## src/rtl/uvme_clk_st_pkg.sv

```systemverilog
// Shared types and default sizing for the clock-period monitor slice.
// Imported by the monitor top and its synchronizer/edge-detector sub-module.
package uvme_clk_st_pkg;

  localparam int DEF_CNT_W       = 16;
  localparam int DEF_SYNC_STAGES = 2;

  typedef enum logic [1:0] {
    ST_IDLE    = 2'd0,
    ST_ACQUIRE = 2'd1,
    ST_MEASURE = 2'd2,
    ST_STALLED = 2'd3
  } mon_state_e;

endpackage

```

## src/rtl/uvme_clk_st_edge_det.sv

```systemverilog
// Brings the asynchronous observed clock into the clk domain and flags its rising edges.
// The rise flag is high for exactly one clk cycle per synchronized low-to-high transition.
module uvme_clk_st_edge_det
  import uvme_clk_st_pkg::*;
#(
  parameter int SYNC_STAGES = DEF_SYNC_STAGES
) (
  input  logic clk,
  input  logic reset_n,
  input  logic obs_clk,
  output logic rise
);

  logic [SYNC_STAGES-1:0] sync_r;
  logic                   hist_r;

  // Synchronizer chain plus one history flop for the edge compare
  always_ff @(posedge clk or negedge reset_n) begin
    if (!reset_n) begin
      sync_r <= '0;
      hist_r <= 1'b0;
    end else begin
      sync_r <= {sync_r[SYNC_STAGES-2:0], obs_clk};
      hist_r <= sync_r[SYNC_STAGES-1];
    end
  end

  assign rise = sync_r[SYNC_STAGES-1] & ~hist_r;

endmodule

```

## src/rtl/uvme_clk_st_period_mon.sv

```systemverilog
// Passive monitor measuring the period of obs_clk in clk cycles, flagging out-of-tolerance
// periods and stalls (no edge within timeout cycles).
module uvme_clk_st_period_mon
  import uvme_clk_st_pkg::*;
#(
  parameter int CNT_W       = DEF_CNT_W,
  parameter int SYNC_STAGES = DEF_SYNC_STAGES
) (
  input  logic             clk,
  input  logic             reset_n,
  input  logic             en,
  input  logic             obs_clk,
  input  logic [CNT_W-1:0] exp_period,
  input  logic [CNT_W-1:0] tolerance,
  input  logic [CNT_W-1:0] timeout,
  output logic [CNT_W-1:0] period,
  output logic             period_valid,
  output logic             mismatch,
  output logic             stall,
  output logic [31:0]      edge_count,
  output mon_state_e       state
);

  localparam logic [CNT_W-1:0] CNT_ONE = {{(CNT_W-1){1'b0}}, 1'b1};
  localparam logic [CNT_W-1:0] CNT_MAX = {CNT_W{1'b1}};

  // Absolute difference one bit wider than the operands so nothing wraps
  function automatic logic [CNT_W:0] abs_dev(input logic [CNT_W-1:0] a,
                                             input logic [CNT_W-1:0] b);
    logic [CNT_W:0] wa;
    logic [CNT_W:0] wb;
    wa = {1'b0, a};
    wb = {1'b0, b};
    if (wa >= wb) begin
      abs_dev = wa - wb;
    end else begin
      abs_dev = wb - wa;
    end
  endfunction

  logic             rise;
  logic [CNT_W-1:0] cnt_r;
  logic [CNT_W-1:0] cnt_nxt;
  mon_state_e       state_nxt;
  logic             take;
  logic             over_tol;
  logic             count_edge;

  uvme_clk_st_edge_det #(
    .SYNC_STAGES(SYNC_STAGES)
  ) u_edge_det (
    .clk    (clk),
    .reset_n(reset_n),
    .obs_clk(obs_clk),
    .rise   (rise)
  );

  assign over_tol   = abs_dev(cnt_r, exp_period) > {1'b0, tolerance};
  assign count_edge = rise & en & (state != ST_IDLE);

  // Next-state and interval-counter logic; take marks a completed measurement
  always_comb begin
    state_nxt = state;
    cnt_nxt   = cnt_r;
    take      = 1'b0;
    if (!en) begin
      state_nxt = ST_IDLE;
      cnt_nxt   = '0;
    end else begin
      case (state)
        ST_IDLE: begin
          cnt_nxt   = '0;
          state_nxt = ST_ACQUIRE;
        end
        ST_ACQUIRE: begin
          if (rise) begin
            cnt_nxt   = CNT_ONE;
            state_nxt = ST_MEASURE;
          end else begin
            cnt_nxt   = '0;
          end
        end
        ST_MEASURE: begin
          // An edge landing on the timeout cycle still counts as a valid period
          if (rise) begin
            take    = 1'b1;
            cnt_nxt = CNT_ONE;
          end else if ((timeout != '0) && (cnt_r == timeout)) begin
            state_nxt = ST_STALLED;
          end else if (cnt_r != CNT_MAX) begin
            cnt_nxt = cnt_r + CNT_ONE;
          end else begin
            cnt_nxt = cnt_r;
          end
        end
        ST_STALLED: begin
          if (rise) begin
            cnt_nxt   = CNT_ONE;
            state_nxt = ST_MEASURE;
          end else begin
            cnt_nxt   = cnt_r;
          end
        end
        default: begin
          state_nxt = ST_IDLE;
          cnt_nxt   = '0;
        end
      endcase
    end
  end

  // State, counter and registered outputs
  always_ff @(posedge clk or negedge reset_n) begin
    if (!reset_n) begin
      state        <= ST_IDLE;
      cnt_r        <= '0;
      period       <= '0;
      period_valid <= 1'b0;
      mismatch     <= 1'b0;
      stall        <= 1'b0;
      edge_count   <= 32'd0;
    end else begin
      state        <= state_nxt;
      cnt_r        <= cnt_nxt;
      period_valid <= take;
      mismatch     <= take & over_tol;
      stall        <= (state_nxt == ST_STALLED);
      if (take) begin
        period <= cnt_r;
      end
      if (count_edge && (edge_count != 32'hFFFF_FFFF)) begin
        edge_count <= edge_count + 32'd1;
      end
    end
  end

endmodule

```

## config.mk

```make
export PLATFORM = sky130hd
export DESIGN_NAME = uvme_clk_st_period_mon
export DESIGN_NICKNAME = d
export VERILOG_FILES = /design/src/rtl/uvme_clk_st_pkg.sv /design/src/rtl/uvme_clk_st_edge_det.sv /design/src/rtl/uvme_clk_st_period_mon.sv
export SDC_FILE = /design/constraint.sdc
export NUM_CORES = 1
export LEC_CHECK = 0
export CAP_MARGIN = 20
export CORE_MARGIN = 5
export CORE_UTILIZATION = 60
export DETAILED_ROUTE_END_ITERATION = 8
export DONT_BUFFER_PORTS = 1
export PLACE_DENSITY = 0.73
export SLEW_MARGIN = 20
export SYNTH_ARGS = -nofsm -noshare
export SYNTH_HDL_FRONTEND = slang
export SYNTH_SLANG_ARGS = --single-unit
```

## constraint.sdc

```tcl
create_clock -name clk -period 8.75 [get_ports clk]
set_clock_uncertainty 0.2 [all_clocks]
set_input_delay 2.625 -clock clk [delete_from_list [all_inputs] [get_ports clk]]
set_output_delay 2.625 -clock clk [all_outputs]
set_load 0.01 [all_outputs]
```

==> metrics.cfg <==
[global_routing]
antenna_found_initial = 0
grt_overflow = 0
grt_pass1_wl_um = 22140
grt_max_degree = 73
gr-usage-all-layers = 0.2438
grt_pass1_vias = 4535

[detailed_routing]
num_vias = 4523
avgViaCountPerCell = 6.273
first_pass_iters = 5
wl_um = 13450
drtAntennaViolNets = 0
drtIter0Drc = 241
drc_errors = 0
routedWlPerCell_um = 18.65

[cells_and_area]
final_cells = 721
layout.nets = 709
n_antenna_cell = 0
area_growth_pct = 4.627
final_cell_mix = dfrtp_1, inv_1, ha_1
layout_commonest_cell = dfrtp_1
drive_gt1_frac = 0.08361

[die]
start_util = 0.6055
io_pins = 105
num_rows = 35
dieHeight_um = 105.6
fp.dieW_um = 105.6
die_area_um2 = 11160
design.core.area_um2 = 9065

[cts]
postCtsSetupBuffers = 0
cts_hold_buf = 0
cts_tree = yes
clk_latency_ps = 340
clk_pin_slew_ps = 90
clock_path_buffers = 2
ctsRootBufferMaster = clkbuf_8
cts_sinks = 72
cts_resized = 0
cts_buffers = 9
htreeDepth = 3

[critical_path]
path_max_fanout = 13
crit_path_end_kind = register
cp.arrival_ps = 6530
cp_slowest_stage_delay_ps = 600
critical-path-slowest-cell = o21ai_2
worstSetupPathType = input port to register
r2r_slack_ps = 3980
crit_required_ps = 8770
worstPathCellList = inv_1 > ha_1 > nand2_1 > nor2_1 > a211oi_1 > nand3b_1 > o21ai_2 > mux2_2 > a311o_1 > o22a_1 > ha_1 > a21o_1 > a21oi_1 > nor2b_1 > o21ai_0 > nand3_1 > o2111ai_1 > o311ai_1
crit_top_cell = ha_1
start_kind = input port

[placed_design]
place.gp.congestion = 0.9135
preCtsSetupSlack_ps = 1929
numPortBuffers = 0
dp_hpwl_um = 10520
place_inst = 705

[synthesis]
synth_top_flop_cell = dfrtp_1
async_flop_share = 1.000
synth_edf_count = 0
synth_nets = 714
syn_area_per_cell_um2 = 8.998
synth_warnings = 0
syn_area_um2 = 5489
yosys_register_bits = 72
ys_seq_area_frac = 0.3282
ys_types = 64
netlist_instances = 610

[sta]
final-hold-violation-count = 0
finalSetupViolCount = 0
period_share = 0.7438
timing.final.crit_period_ps = 6508
fin_ws_ps = 2242
drv_slew = 0
rsz0062_at_grt = no
slew_headroom = 0.5208
fmax_ghz = 0.1537
fin_setup_tns_ps = 0
tightestPinTransition_ps = 718.8

[power]
switchingPower_mw = 0.2207
p_comb_frac = 0.146
clkPwrFrac = 0.346
p_per_area_nw_per_um2 = 125.2
switching_share = 0.3068
leakage_nw = 2.674
vdd_drop_max_uv = 88.48
power.internal_mw = 0.4986
pwr-share-seq = 0.508

[outcome]
status = finished clean

[min_path]
hold_class = register to register

[job]
cap_violations = 0

-- critical path, delay by kind of cell --
| kind | cells | cell delay, ps |
|---|---|---|
| adders and majority gates | 2 | 750 |
| and+or+nand+nor | 5 | 530 |
| buffers and inverters | 1 | 20 |
| AOI/OAI and AO/OA | 9 | 2150 |
| muxes | 1 | 430 |
-- per-stage QoR --
stage                     hold WS (ps)  utilization  instance area (um2)  total power, mW
after floorplan                  131.2            -                 5489           0.4505
after global placement           134.0       0.6130                 5557           0.4726
after detailed placement         135.8       0.6130                 5557           0.4764
after CTS                        154.7       0.6335                 5743           0.7237
after global routing             167.5       0.6335                 5743           0.7571
final                            152.0       0.6335                 5743           0.7193
-- cells in the mapped netlist, types with 2 or more instances --
library cell | number | share of area
or3_1 | 3 | 0.0034
a31oi_1 | 7 | 0.0080
nand2_1 | 38 | 0.026
inv_1 | 62 | 0.042
dfrtp_1 | 72 | 0.33
o31ai_1 | 7 | 0.0096
a221oi_1 | 3 | 0.0048
nor4_1 | 9 | 0.010
a21oi_1 | 23 | 0.021
xor2_1 | 23 | 0.037
o21a_1 | 3 | 0.0041
o21ai_0 | 27 | 0.025
nand2b_1 | 4 | 0.0046
and3_1 | 9 | 0.010
mux2i_1 | 8 | 0.015
and4_1 | 4 | 0.0064
nand3_1 | 36 | 0.033
o21ai_1 | 8 | 0.0073
o211ai_1 | 4 | 0.0055
nand4_1 | 25 | 0.028
buf_2 | 3 | 0.0027
fa_1 | 2 | 0.0073
nor2b_1 | 7 | 0.0080
o2111ai_1 | 2 | 0.0032
nor3_1 | 8 | 0.0073
o21ai_2 | 2 | 0.0032
nor2_1 | 41 | 0.028
mux2_2 | 21 | 0.043
ha_1 | 50 | 0.11
a21o_1 | 15 | 0.021
xnor2_1 | 35 | 0.056
o21bai_1 | 5 | 0.0068
clkbuf_1 | 12 | 0.0082
a211oi_1 | 2 | 0.0027
-- registers in the layout (all words and copies together) (netlist names) --
name               cells
mismatch               1
stall                  1
u_edge_det.hist_r      1
period_valid           1
u_edge_det.sync_r      2
period                16
edge_count            32
cnt_r                 16
state                  2
-- worst paths after layout --
check	from	to	depth (start not counted)
worst max-delay path	exp_period[11]	mismatch$_DFF_PN0_	18
worst min-delay path	u_edge_det.sync_r[0]$_DFF_PN0_	u_edge_det.sync_r[1]$_DFF_PN0_	0
worst max register to register	cnt_r[10]$_DFFE_PN0P_	mismatch$_DFF_PN0_	17
worst min register to register	u_edge_det.sync_r[0]$_DFF_PN0_	u_edge_det.sync_r[1]$_DFF_PN0_	0
max in group asynchronous	reset_n	cnt_r[11]$_DFFE_PN0P_	0
min in group asynchronous	reset_n	u_edge_det.sync_r[0]$_DFF_PN0_	0
-- per-layer routing --
layer	track usage	wire length [um]
met3	0.05818	1039
met2	0.4057	6434
met1	0.3150	5756
met5	0	0
met4	0.07401	221
-- cells by family after synthesis --
logic type | share of synthesized area
AND/OR/NAND/NOR | 0.1808
AO/OA/AOI/OAI | 0.1607
buffers and inverters | 0.05676
flip-flops | 0.3282
XOR/XNOR | 0.09254
adder cells (fa/ha/maj) | 0.1213
multiplexers | 0.05972
-- cell type report --
type,instances,area [um2]
Sequential cell,72,1802
Clock inverter,7,62.56
Multi-Input combinational cell,459,3376
Inverter,62,232.7
Tap cell,111,138.9
Timing Repair Buffer,1,7.507
Clock buffer,9,123.9
Fill cell,800,3322
-- power by group through the flow --
stage / sequential [mW] / combinational [mW] / clock (mW)
global placement: 0.372 / 0.101 / 0
floorplan: 0.365 / 0.0851 / 0
CTS: 0.365 / 0.105 / 0.253
global route: 0.368 / 0.119 / 0.270
detailed placement: 0.372 / 0.104 / 0
finish: 0.365 / 0.105 / 0.249
(Power assumes the default switching activity.)
